===== config.mk =====
export PLATFORM = sky130hd
export DESIGN_NAME = rvecc_decode_pipe
export DESIGN_NICKNAME = d
export VERILOG_FILES = /design/src/rtl/rvecc_decode_pipe.sv
export SDC_FILE = /design/constraint.sdc
export NUM_CORES = 1
export LEC_CHECK = 0
export CORE_MARGIN = 2
export CORE_UTILIZATION = 49
export CTS_BUF_LIST = sky130_fd_sc_hd__clkbuf_4 sky130_fd_sc_hd__clkbuf_8 sky130_fd_sc_hd__clkbuf_16
export CTS_CLUSTER_DIAMETER = 30
export DETAILED_ROUTE_END_ITERATION = 7
export PLACE_DENSITY = 0.82
export SLEW_MARGIN = 0
export SYNTH_ARGS = -nofsm -noshare
export SYNTH_HDL_FRONTEND = slang
export SYNTH_SLANG_ARGS = --single-unit
export TNS_END_PERCENT = 100

===== constraint.sdc =====
create_clock -name clk -period 2.1 [get_ports clk]
set_input_delay 0.525 -clock clk [delete_from_list [all_inputs] [get_ports clk]]
set_output_delay 0.525 -clock clk [all_outputs]
set_load 0.02 [all_outputs]

===== src/rtl/rvecc_decode_pipe.sv =====
// rvecc_decode_pipe
//   Two-stage SEC-DED decoder for a 32-bit word protected by a 7-bit
//   extended Hamming code: six Hamming check bits plus one overall parity bit.
//
//   Code layout: Hamming positions 1..38. Check bit k sits at position 2^k.
//   The data bits din[0..31] fill the remaining positions in ascending order
//   (din[0]=3, din[1]=5, din[2]=6, din[3]=7, din[4]=9, ..., din[31]=38).
//
//   Stage 1 registers the data word, the syndrome and the parity mismatch.
//   Stage 2 registers the corrected word and the error flags.
//
//   Ports
//     clk              sole clock, rising edge
//     rst              synchronous, active-high reset
//     in_valid/in_ready  input handshake, carrying din[31:0] and ecc_in[6:0]
//     out_valid/out_ready output handshake, carrying dout[31:0],
//                        single_ecc_error and double_ecc_error
//     cnt_clr          synchronous clear of both error counters
//     sb_cnt/db_cnt    saturating counts of single- and double-error transfers
//
//   Handshake rule, identical on both sides: a transfer happens in a cycle
//   in which valid and ready are both high at the rising edge. Valid never
//   depends on ready. While out_valid is high and out_ready is low, dout and
//   both flags are held.
//
//   Build option RVECC_ERR_CNT_EN
//     defined:   sb_cnt and db_cnt are real counters and cnt_clr is honoured.
//     undefined: there are no counter flops, sb_cnt and db_cnt are tied to 0,
//                and cnt_clr is ignored.
module rvecc_decode_pipe #(
    parameter int CNT_W = 16
) (
    input  logic             clk,
    input  logic             rst,
    input  logic             in_valid,
    output logic             in_ready,
    input  logic [31:0]      din,
    input  logic [6:0]       ecc_in,
    output logic             out_valid,
    input  logic             out_ready,
    output logic [31:0]      dout,
    output logic             single_ecc_error,
    output logic             double_ecc_error,
    input  logic             cnt_clr,
    output logic [CNT_W-1:0] sb_cnt,
    output logic [CNT_W-1:0] db_cnt
);

    // Hamming check bits for a data word. A position holds data when it is
    // not a power of two.
    function automatic logic [5:0] calc_check(input logic [31:0] d);
        logic [5:0] c;
        int         di;
        c  = '0;
        di = 0;
        for (int pos = 1; pos <= 38; pos++) begin
            if ((pos & (pos - 1)) != 0) begin
                for (int k = 0; k < 6; k++) begin
                    if (pos[k]) c[k] = c[k] ^ d[di[4:0]];
                end
                di++;
            end
        end
        return c;
    endfunction

    // Flip the data bit found at Hamming position s. When s points at a
    // check-bit position, no data bit changes.
    function automatic logic [31:0] flip_data(input logic [31:0] d, input logic [5:0] s);
        logic [31:0] r;
        int          di;
        r  = d;
        di = 0;
        for (int pos = 1; pos <= 38; pos++) begin
            if ((pos & (pos - 1)) != 0) begin
                if (pos[5:0] == s) r[di[4:0]] = ~r[di[4:0]];
                di++;
            end
        end
        return r;
    endfunction

    // Pipeline control
    logic        s1_valid;
    logic [31:0] s1_din;
    logic [5:0]  s1_syn;
    logic        s1_par;
    logic        s2_load;
    logic        s1_load;

    assign s2_load  = !out_valid || out_ready;
    assign s1_load  = !s1_valid || s2_load;
    assign in_ready = s1_load;

    // Stage 1: syndrome and parity mismatch
    logic [5:0] syn;
    logic       par;

    assign syn = calc_check(din) ^ ecc_in[5:0];
    assign par = (^din) ^ (^ecc_in);

    always_ff @(posedge clk) begin
        if (rst) begin
            s1_valid <= 1'b0;
            s1_din   <= '0;
            s1_syn   <= '0;
            s1_par   <= 1'b0;
        end else if (s1_load) begin
            s1_valid <= in_valid;
            s1_din   <= din;
            s1_syn   <= syn;
            s1_par   <= par;
        end
    end

    // Stage 2: error classification and correction
    logic [31:0] corr_din;
    logic        corr_single;
    logic        corr_double;

    always_comb begin
        corr_din    = s1_din;
        corr_single = 1'b0;
        corr_double = 1'b0;
        if (!s1_par) begin
            // A nonzero syndrome with even parity means two bits flipped.
            if (s1_syn != 6'd0) corr_double = 1'b1;
        end else if (s1_syn == 6'd0) begin
            // Only the overall parity bit itself flipped.
            corr_single = 1'b1;
        end else if (s1_syn <= 6'd38) begin
            corr_single = 1'b1;
            corr_din    = flip_data(s1_din, s1_syn);
        end else begin
            // Odd parity, but the syndrome points outside the codeword.
            corr_double = 1'b1;
        end
    end

    always_ff @(posedge clk) begin
        if (rst) begin
            out_valid        <= 1'b0;
            dout             <= '0;
            single_ecc_error <= 1'b0;
            double_ecc_error <= 1'b0;
        end else if (s2_load) begin
            out_valid        <= s1_valid;
            dout             <= corr_din;
            single_ecc_error <= corr_single;
            double_ecc_error <= corr_double;
        end
    end

    // Error counters
`ifdef RVECC_ERR_CNT_EN
    logic [CNT_W-1:0] sb_q;
    logic [CNT_W-1:0] db_q;
    logic             out_xfer;

    assign out_xfer = out_valid && out_ready;

    always_ff @(posedge clk) begin
        if (rst) begin
            sb_q <= '0;
            db_q <= '0;
        end else if (cnt_clr) begin
            // A clear wins over an increment in the same cycle.
            sb_q <= '0;
            db_q <= '0;
        end else if (out_xfer) begin
            if (single_ecc_error && (sb_q != {CNT_W{1'b1}})) sb_q <= sb_q + 1'b1;
            if (double_ecc_error && (db_q != {CNT_W{1'b1}})) db_q <= db_q + 1'b1;
        end
    end

    assign sb_cnt = sb_q;
    assign db_cnt = db_q;
`else
    logic unused_cnt_clr;
    assign unused_cnt_clr = cnt_clr;
    assign sb_cnt = '0;
    assign db_cnt = '0;
`endif

endmodule


---- Yosys cells after proc, flatten, opt, wreduce, memory -nomap -nowiden ----
Index checks and enable logic that the tools add are counted.
Widths: inputs -> output; s select.
word-level totals
  bits in registers ....................... 75
  latch bits .............................. 0
  memory bits (writable) .................. 0
  bits in read-only memories .............. 0
  input port bits ......................... 44
  output and inout port bits .............. 68
  word-level logic and storage cells ...... 673
  memories ................................ 0
operators by class
  add/subtract/negate cells ............... 30
  $mul .................................... 0
  div/mod/pow operators ................... 0
  $lt $le $gt $ge ......................... 63
  equality and inequality tests ........... 32
  shift operators ......................... 0
  mux-type cells .......................... 383
  bitwise gates (word level) .............. 118
  reduce and logical (&&, ||, !) cells .... 39
operator list
  operator             count
  $mux 32              124
  $bwmux 32            31
  $mux 5               93
  $lt 5x6->1 const B   31
  $bmux 1 s5           31
  $demux 1 s5          31
  $ge 5x1->1 const B   31
  $add 5x2->5 const B  30
  $eq 5x6->1 const A   15
  $xor 1x1->1          85
  $mux 1               73
  $eq 4x6->1 const A   7
  $eq 6x6->1 const A   6
  $not 1->1            32
  $reduce_xor 32->1    1
  $logic_and 1x1->1    31
  $eq 3x6->1 const A   3
  $reduce_xor 7->1     1
  $eq 2x6->1 const A   1
  $le 6x6->1 const B   1
  $logic_not 6->1      1
  $reduce_bool 6->1    1
  $xor 6x6->6          1
  $logic_not 1->1      2
  $logic_or 1x1->1     2

---- Logic depth before layout (Yosys ltp) ----
Gate-level depths: netlist of the first run.
  depth in word-level cells ............... 253
  mapped depth ............................ 7
  mapped depth without buffers ............ 6

---- Worst setup path after synthesis of the first run ----
No wires, ideal clock.
  path type ............................... input-to-reg
  from .................................... input din[17]
  to ...................................... register s1_par
  setup time .............................. 0.079 ns
  data arrival time ....................... 1.860 ns
  required time ........................... 2.021 ns
  slack ................................... 0.161 ns
  stages on the path ...................... 6
  path buffers ............................ 0
  path through ............................ xor2_2 xor3_2 xnor2_1 xnor3_1 xnor2_1 a211oi_2
between the ends
  cells in the longest elaborated chain, start to end .. 2
ends and longest elaborated chain
  what                  line  text
  from (decl)           37    input logic [31:0] din,
  $reduce_xor 32->1     100   assign par = (^din) ^ (^ecc_in);
  $xor 1x1->1           100
  to (signal assigned)  112   s1_par <= par;
  to (decl)             87    logic s1_par;
No other way between the ends.
A chain may end at the register's enable or synchronous reset.

---- Worst setup path in the final report of the first run ----
  from .................................... input din[1]
  to ...................................... register s1_par
The elaborated chain is that of the path after synthesis.

==> impl_results.html, run 1 <==
<table>
<tr><th>Metric</th><th>Value</th></tr>
<tr><th colspan="2">Place</th></tr>
<tr><td>Worst slack, placed</td><td>-494 ps</td></tr>
<tr><td>Dpl cell area</td><td>5090 µm²</td></tr>
<tr><td>Number of I/O port buffers</td><td>78</td></tr>
<tr><td>Detailed Place HPWL</td><td>7640 µm</td></tr>
<tr><td>Final estimated routing congestion in global placement</td><td>approximately 0.9</td></tr>
<tr><td># placed instances</td><td>685</td></tr>
<tr><th colspan="2">Synth</th></tr>
<tr><td>Area fraction of the dominant cell type after synthesis</td><td>between 30% and 40%</td></tr>
<tr><td>Avg Cell Area, Syn</td><td>between 8 and 9 µm²</td></tr>
<tr><td>Main flop type after synthesis</td><td>sky130_fd_sc_hd__dfxtp_1</td></tr>
<tr><td>Main combinational cell family by area after synthesis</td><td>XOR/XNOR gates</td></tr>
<tr><td>Synth Instances</td><td>487</td></tr>
<tr><td>Distinct cells, synth</td><td>37</td></tr>
<tr><td>Synth Area in Adders</td><td>0%</td></tr>
<tr><td>Top cells by area in the synthesized netlist</td><td>sky130_fd_sc_hd__dfxtp_1, sky130_fd_sc_hd__xnor2_1, sky130_fd_sc_hd__nand2_1</td></tr>
<tr><td>Fraction of the mapped netlist area in simple logic gates</td><td>18.1%</td></tr>
<tr><td>Commonest cells in the netlist</td><td>sky130_fd_sc_hd__nand2_1, sky130_fd_sc_hd__dfxtp_1, sky130_fd_sc_hd__xnor2_1, sky130_fd_sc_hd__nor2_1, sky130_fd_sc_hd__a21oi_1</td></tr>
<tr><td>Register area share after synthesis</td><td>36.8%</td></tr>
<tr><td>Cell area after synthesis</td><td>4080 µm²</td></tr>
<tr><td>Fraction of synthesized area in multiplexers</td><td>0%</td></tr>
<tr><td>EDFF count, synth</td><td>0</td></tr>
<tr><td>Xor/xnor share of the synthesized area</td><td>22.3%</td></tr>
<tr><td>Fraction of registers with async set/reset</td><td>0%</td></tr>
<tr><td>Yosys synthesis warning count</td><td>0</td></tr>
<tr><td>Most frequent cell after synthesis</td><td>sky130_fd_sc_hd__nand2_1</td></tr>
<tr><td>Post-synthesis compound-gate area fraction</td><td>between 10% and 20%</td></tr>
<tr><td>Cell type contributing the most total cell area after synthesis</td><td>sky130_fd_sc_hd__dfxtp_1</td></tr>
<tr><td>Synthesized flop and latch total</td><td>75</td></tr>
<tr><th colspan="2">Layout</th></tr>
<tr><td>Growth of design area from synthesis to finish</td><td>35.2%</td></tr>
<tr><td>Count of fill cells added during filler insertion</td><td>between 600 and 700</td></tr>
<tr><td>Filler-free cell count of the finished design</td><td>705</td></tr>
<tr><td>Antenna diode count</td><td>0</td></tr>
<tr><td>Final std cell area, no fill</td><td>about 5500 µm²</td></tr>
<tr><td>Fraction of layout instances using a drive strength above 1</td><td>16.3%</td></tr>
<tr><td>Net count, final</td><td>640</td></tr>
<tr><th colspan="2">Pwr</th></tr>
<tr><td>Power after layout</td><td>between 4 and 5 mW</td></tr>
<tr><td>Static leakage power</td><td>around 2.3 nW</td></tr>
<tr><td>Worst supply voltage drop on vdd</td><td>392 µV</td></tr>
<tr><td>Pwr per Cell Area</td><td>872 nW/µm²</td></tr>
<tr><th colspan="2">Critical path</th></tr>
<tr><td>Sort of element at the start of the critical path</td><td>primary input</td></tr>
<tr><td>Terminus of the critical flop-to-flop path</td><td>dout[9]</td></tr>
<tr><td>Delay-heaviest family, CP</td><td>XOR/XNOR gates</td></tr>
<tr><td>Start-to-end type of the worst setup path</td><td>primary input to register</td></tr>
<tr><td>Critical path's largest stage delay</td><td>440 ps</td></tr>
<tr><td>Arrival time at the worst endpoint</td><td>2330 ps</td></tr>
<tr><td>Capturing element type of the critical path</td><td>register</td></tr>
<tr><td>Worst-path cell with the longest stage delay</td><td>sky130_fd_sc_hd__clkdlybuf4s50_1</td></tr>
<tr><td>Crit path buf inv count</td><td>2</td></tr>
<tr><td>Source of the worst register-to-register timing path</td><td>s1_syn[5]</td></tr>
<tr><td>Reg2Reg Depth</td><td>4</td></tr>
<tr><td>Largest fanout of any net on the critical path</td><td>2</td></tr>
<tr><td>R2R Setup Slk</td><td>350 ps</td></tr>
<tr><td>Data required time at the worst endpoint</td><td>between 2000 and 2500 ps</td></tr>
<tr><td>Cell breakdown of the critical path</td><td>clkdlybuf4s50_1, xnor2_1, buf_4, xnor2_2, xnor2_2, xnor3_1, xnor2_1, a211oi_2</td></tr>
<tr><th colspan="2">Die</th></tr>
<tr><td>Row cnt</td><td>33</td></tr>
<tr><td>Die width</td><td>95.3 µm</td></tr>
<tr><td>Initial Util</td><td>around half</td></tr>
<tr><td>I/O pin total</td><td>112</td></tr>
<tr><td>Total die area</td><td>9080 µm²</td></tr>
<tr><td>Overall die height</td><td>95.3 µm</td></tr>
<tr><td>Core footprint</td><td>8130 µm²</td></tr>
<tr><th colspan="2">STA</th></tr>
<tr><td>Post-layout minimum cycle time</td><td>2060 ps</td></tr>
<tr><td>Final worst-path cycle share</td><td>98.0%</td></tr>
<tr><td>Smallest setup slack after layout</td><td>about 42 ps</td></tr>
<tr><td>Fin Clk Skew</td><td>~14 ps</td></tr>
<tr><td>Unrepaired setup endpoints after global routing</td><td>true</td></tr>
<tr><td>Pins Over Slew Limit</td><td>0</td></tr>
<tr><td>Total Negative Setup Slacks</td><td>0 ps</td></tr>
<tr><td>Setup violators final</td><td>0</td></tr>
<tr><td>Fmax</td><td>486 MHz</td></tr>
<tr><td>Hold violation total from the final report</td><td>0</td></tr>
<tr><th colspan="2">Routing</th></tr>
<tr><td>Iter 0 DRT Violations</td><td>~230</td></tr>
<tr><td>Total number of vias</td><td>3681</td></tr>
<tr><td>Total Routed Length</td><td>about 11000 µm</td></tr>
<tr><td>Total iterations of the first detailed-routing run</td><td>5</td></tr>
<tr><td>Count of antenna-violating nets left after detailed routing</td><td>0</td></tr>
<tr><td>Post-route DRC violation count</td><td>0</td></tr>
<tr><td>Average detailed-routed wire length per instance</td><td>15.2 µm</td></tr>
<tr><td>Detailed-route vias per instance</td><td>5.22</td></tr>
<tr><th colspan="2">Global routing</th></tr>
<tr><td>Initial antenna violation count</td><td>0</td></tr>
<tr><td>Wire length of the first global-routing pass</td><td>16600 µm</td></tr>
<tr><td>Overflow after GRT</td><td>0</td></tr>
<tr><td>Most heavily used metal layer in global routing</td><td>met2</td></tr>
<tr><td>Met3 usage</td><td>3.72%</td></tr>
<tr><td>Vias in the first global route</td><td>roughly 3400</td></tr>
<tr><td>Global Route Usage Sum</td><td>between 20% and 30%</td></tr>
<tr><td>Global-route met1 utilization</td><td>a little under a third</td></tr>
<tr><td>Met2 capacity usage during global routing</td><td>40.3%</td></tr>
<tr><td>Pin count of the biggest net entering global routing</td><td>47</td></tr>
<tr><th colspan="2">Clocking</th></tr>
<tr><td>Clock transition at the registers of the reported paths</td><td>80 ps</td></tr>
<tr><td>Sinks on the clock net</td><td>75</td></tr>
<tr><td>Clock tree from TritonCTS</td><td>done</td></tr>
<tr><td>Deepest level of the CTS H-tree</td><td>3</td></tr>
<tr><td>Clk root buf</td><td>sky130_fd_sc_hd__clkbuf_8</td></tr>
<tr><td>Worst-case clock buffer depth</td><td>2</td></tr>
<tr><td>Clock latency of the later-clocked register in the worst-skew pair</td><td>~360 ps</td></tr>
<tr><td>Clock buffer count from CTS</td><td>9</td></tr>
<tr><th colspan="2">Flow run</th></tr>
<tr><td>Count of max-cap constraint violations</td><td>0</td></tr>
<tr><th colspan="2">Min path</th></tr>
<tr><td>Worst min-delay path class</td><td>register to register</td></tr>
<tr><td>Startpoint of the worst hold path</td><td>single_ecc_error</td></tr>
<tr><td>Instance count along the most critical hold path</td><td>2</td></tr>
<tr><td>Hold endpoint</td><td>single_ecc_error</td></tr>
<tr><th colspan="2">Run status</th></tr>
<tr><td>Result of the run</td><td>completed</td></tr>
</table>
cell usage in the layout (no fill, tap or decap), types with 2 or more instances in the layout:
| master | instances |
|---|---|
| sky130_fd_sc_hd__nor3_1 | 4 |
| sky130_fd_sc_hd__clkbuf_8 | 11 |
| sky130_fd_sc_hd__bufinv_16 | 3 |
| sky130_fd_sc_hd__xnor2_2 | 17 |
| sky130_fd_sc_hd__nor2_1 | 48 |
| sky130_fd_sc_hd__nor2b_1 | 4 |
| sky130_fd_sc_hd__clkdlybuf4s50_1 | 57 |
| sky130_fd_sc_hd__dfxtp_1 | 75 |
| sky130_fd_sc_hd__conb_1 | 32 |
| sky130_fd_sc_hd__dlymetal6s2s_1 | 7 |
| sky130_fd_sc_hd__nor4_1 | 3 |
| sky130_fd_sc_hd__a311oi_1 | 9 |
| sky130_fd_sc_hd__a211oi_2 | 2 |
| sky130_fd_sc_hd__buf_4 | 49 |
| sky130_fd_sc_hd__nand2b_1 | 3 |
| sky130_fd_sc_hd__buf_12 | 2 |
| sky130_fd_sc_hd__xnor2_1 | 44 |
| sky130_fd_sc_hd__a21oi_1 | 36 |
| sky130_fd_sc_hd__nand3b_1 | 2 |
| sky130_fd_sc_hd__xor2_2 | 4 |
| sky130_fd_sc_hd__xnor3_1 | 3 |
| sky130_fd_sc_hd__a211oi_1 | 25 |
| sky130_fd_sc_hd__dlygate4sd2_1 | 11 |
| sky130_fd_sc_hd__nand2_1 | 79 |
| sky130_fd_sc_hd__o21ai_0 | 10 |
| sky130_fd_sc_hd__xor2_1 | 22 |
| sky130_fd_sc_hd__and2_1 | 2 |
| sky130_fd_sc_hd__nand3_1 | 11 |
| sky130_fd_sc_hd__or3_1 | 9 |
how the worst max path moves through the flow:
stage	cells after the start	slack, ps	end	start
2_1_floorplan	6	160	s1_par	din[17]
3_3_place_gp	5	-470	in_ready	out_ready
6_report	8	40	s1_par	din[1]
5_1_grt	7	-50	s1_syn[0]	din[6]
3_5_place_dp	5	-490	in_ready	out_ready
4_1_cts	7	3	s1_par	din[14]
layout make-up:
type | count | area [µm²] | share of cell area [%]
multi-input combinational | 381 | 2450 | 44.5
sequential | 75 | 1500 | 27.2
timing repair buffer | 128 | 1180 | 21.3
clock buffer | 11 | 151 | 2.74
tap | 105 | 131 | 2.38
clock inverter | 4 | 97.6 | 1.77
inverter | 1 | 3.75 | 0.0680
cells by family (layout without fill, tap and decap cells):
group                     Yosys count  after routing
AOI/OAI and AO/OA                  86             86
xor gates and xnor gates           92             92
other                               1             32
and+or+nand+nor                   171            171
DFF                                75             75
buffers and inverters              62            144
metrics by stage:
| stage | hold WS, ps | utilization (%) |
|---|---|---|
| 3_5_place_dp | 450 | 62.5 |
| 5_1_grt | 488 | 67.8 |
| 3_3_place_gp | 444 | 62.5 |
| 2_1_floorplan | 432 | - |
| 4_1_cts | 460 | 66.2 |
| 6_report | 460 | 67.8 |
routing by layer:
metal	vias to the layer above	part of all wire [%]
li1	1778	-
met3	26	6.4
met1	1706	42
met2	171	49
met4	0	2.5
met5	-	0
flip-flops by register name, indices dropped and copies added, names as in the netlist:
name / count
double_ecc_error: 1
dout: 32
out_valid: 1
s1_din: 32
s1_par: 1
s1_syn: 6
s1_valid: 1
single_ecc_error: 1
where the power goes:
part	total [mW]	internal, mW	switching [mW]
sequential	1.78	1.58	0.210
clock	1.39	0.848	0.538
combinational	1.64	0.824	0.816
total	4.81	3.25	1.56
worst reg2reg max path: cells and delay by family (launching register included):
kind | cells | cell delay [ps]
simple gates | 3 | 1020
flops | 1 | 370
compound gates | 1 | 270
repair_timing:
action	4_1_cts	5_1_grt
resized for setup	23	24
endpoints found under the setup margin	2	5
pin swaps	12	14
cloned	0	0
buffers inserted	4	1
hold buffers	0	0
No activity file was read; power rests on OpenSTA's default activity.
==> inputs of run 2 (changes only) <==
--- a/config.mk
+++ b/config.mk
@@ -5,6 +5,7 @@
 export SDC_FILE = /design/constraint.sdc
 export NUM_CORES = 1
 export LEC_CHECK = 0
+export CAP_MARGIN = 20
 export CORE_MARGIN = 2
 export CORE_UTILIZATION = 49
 export CTS_BUF_LIST = sky130_fd_sc_hd__clkbuf_4 sky130_fd_sc_hd__clkbuf_8 sky130_fd_sc_hd__clkbuf_16
==> results of run 2 <==
Final layout, timing and power as in run 1 (identical DEF).
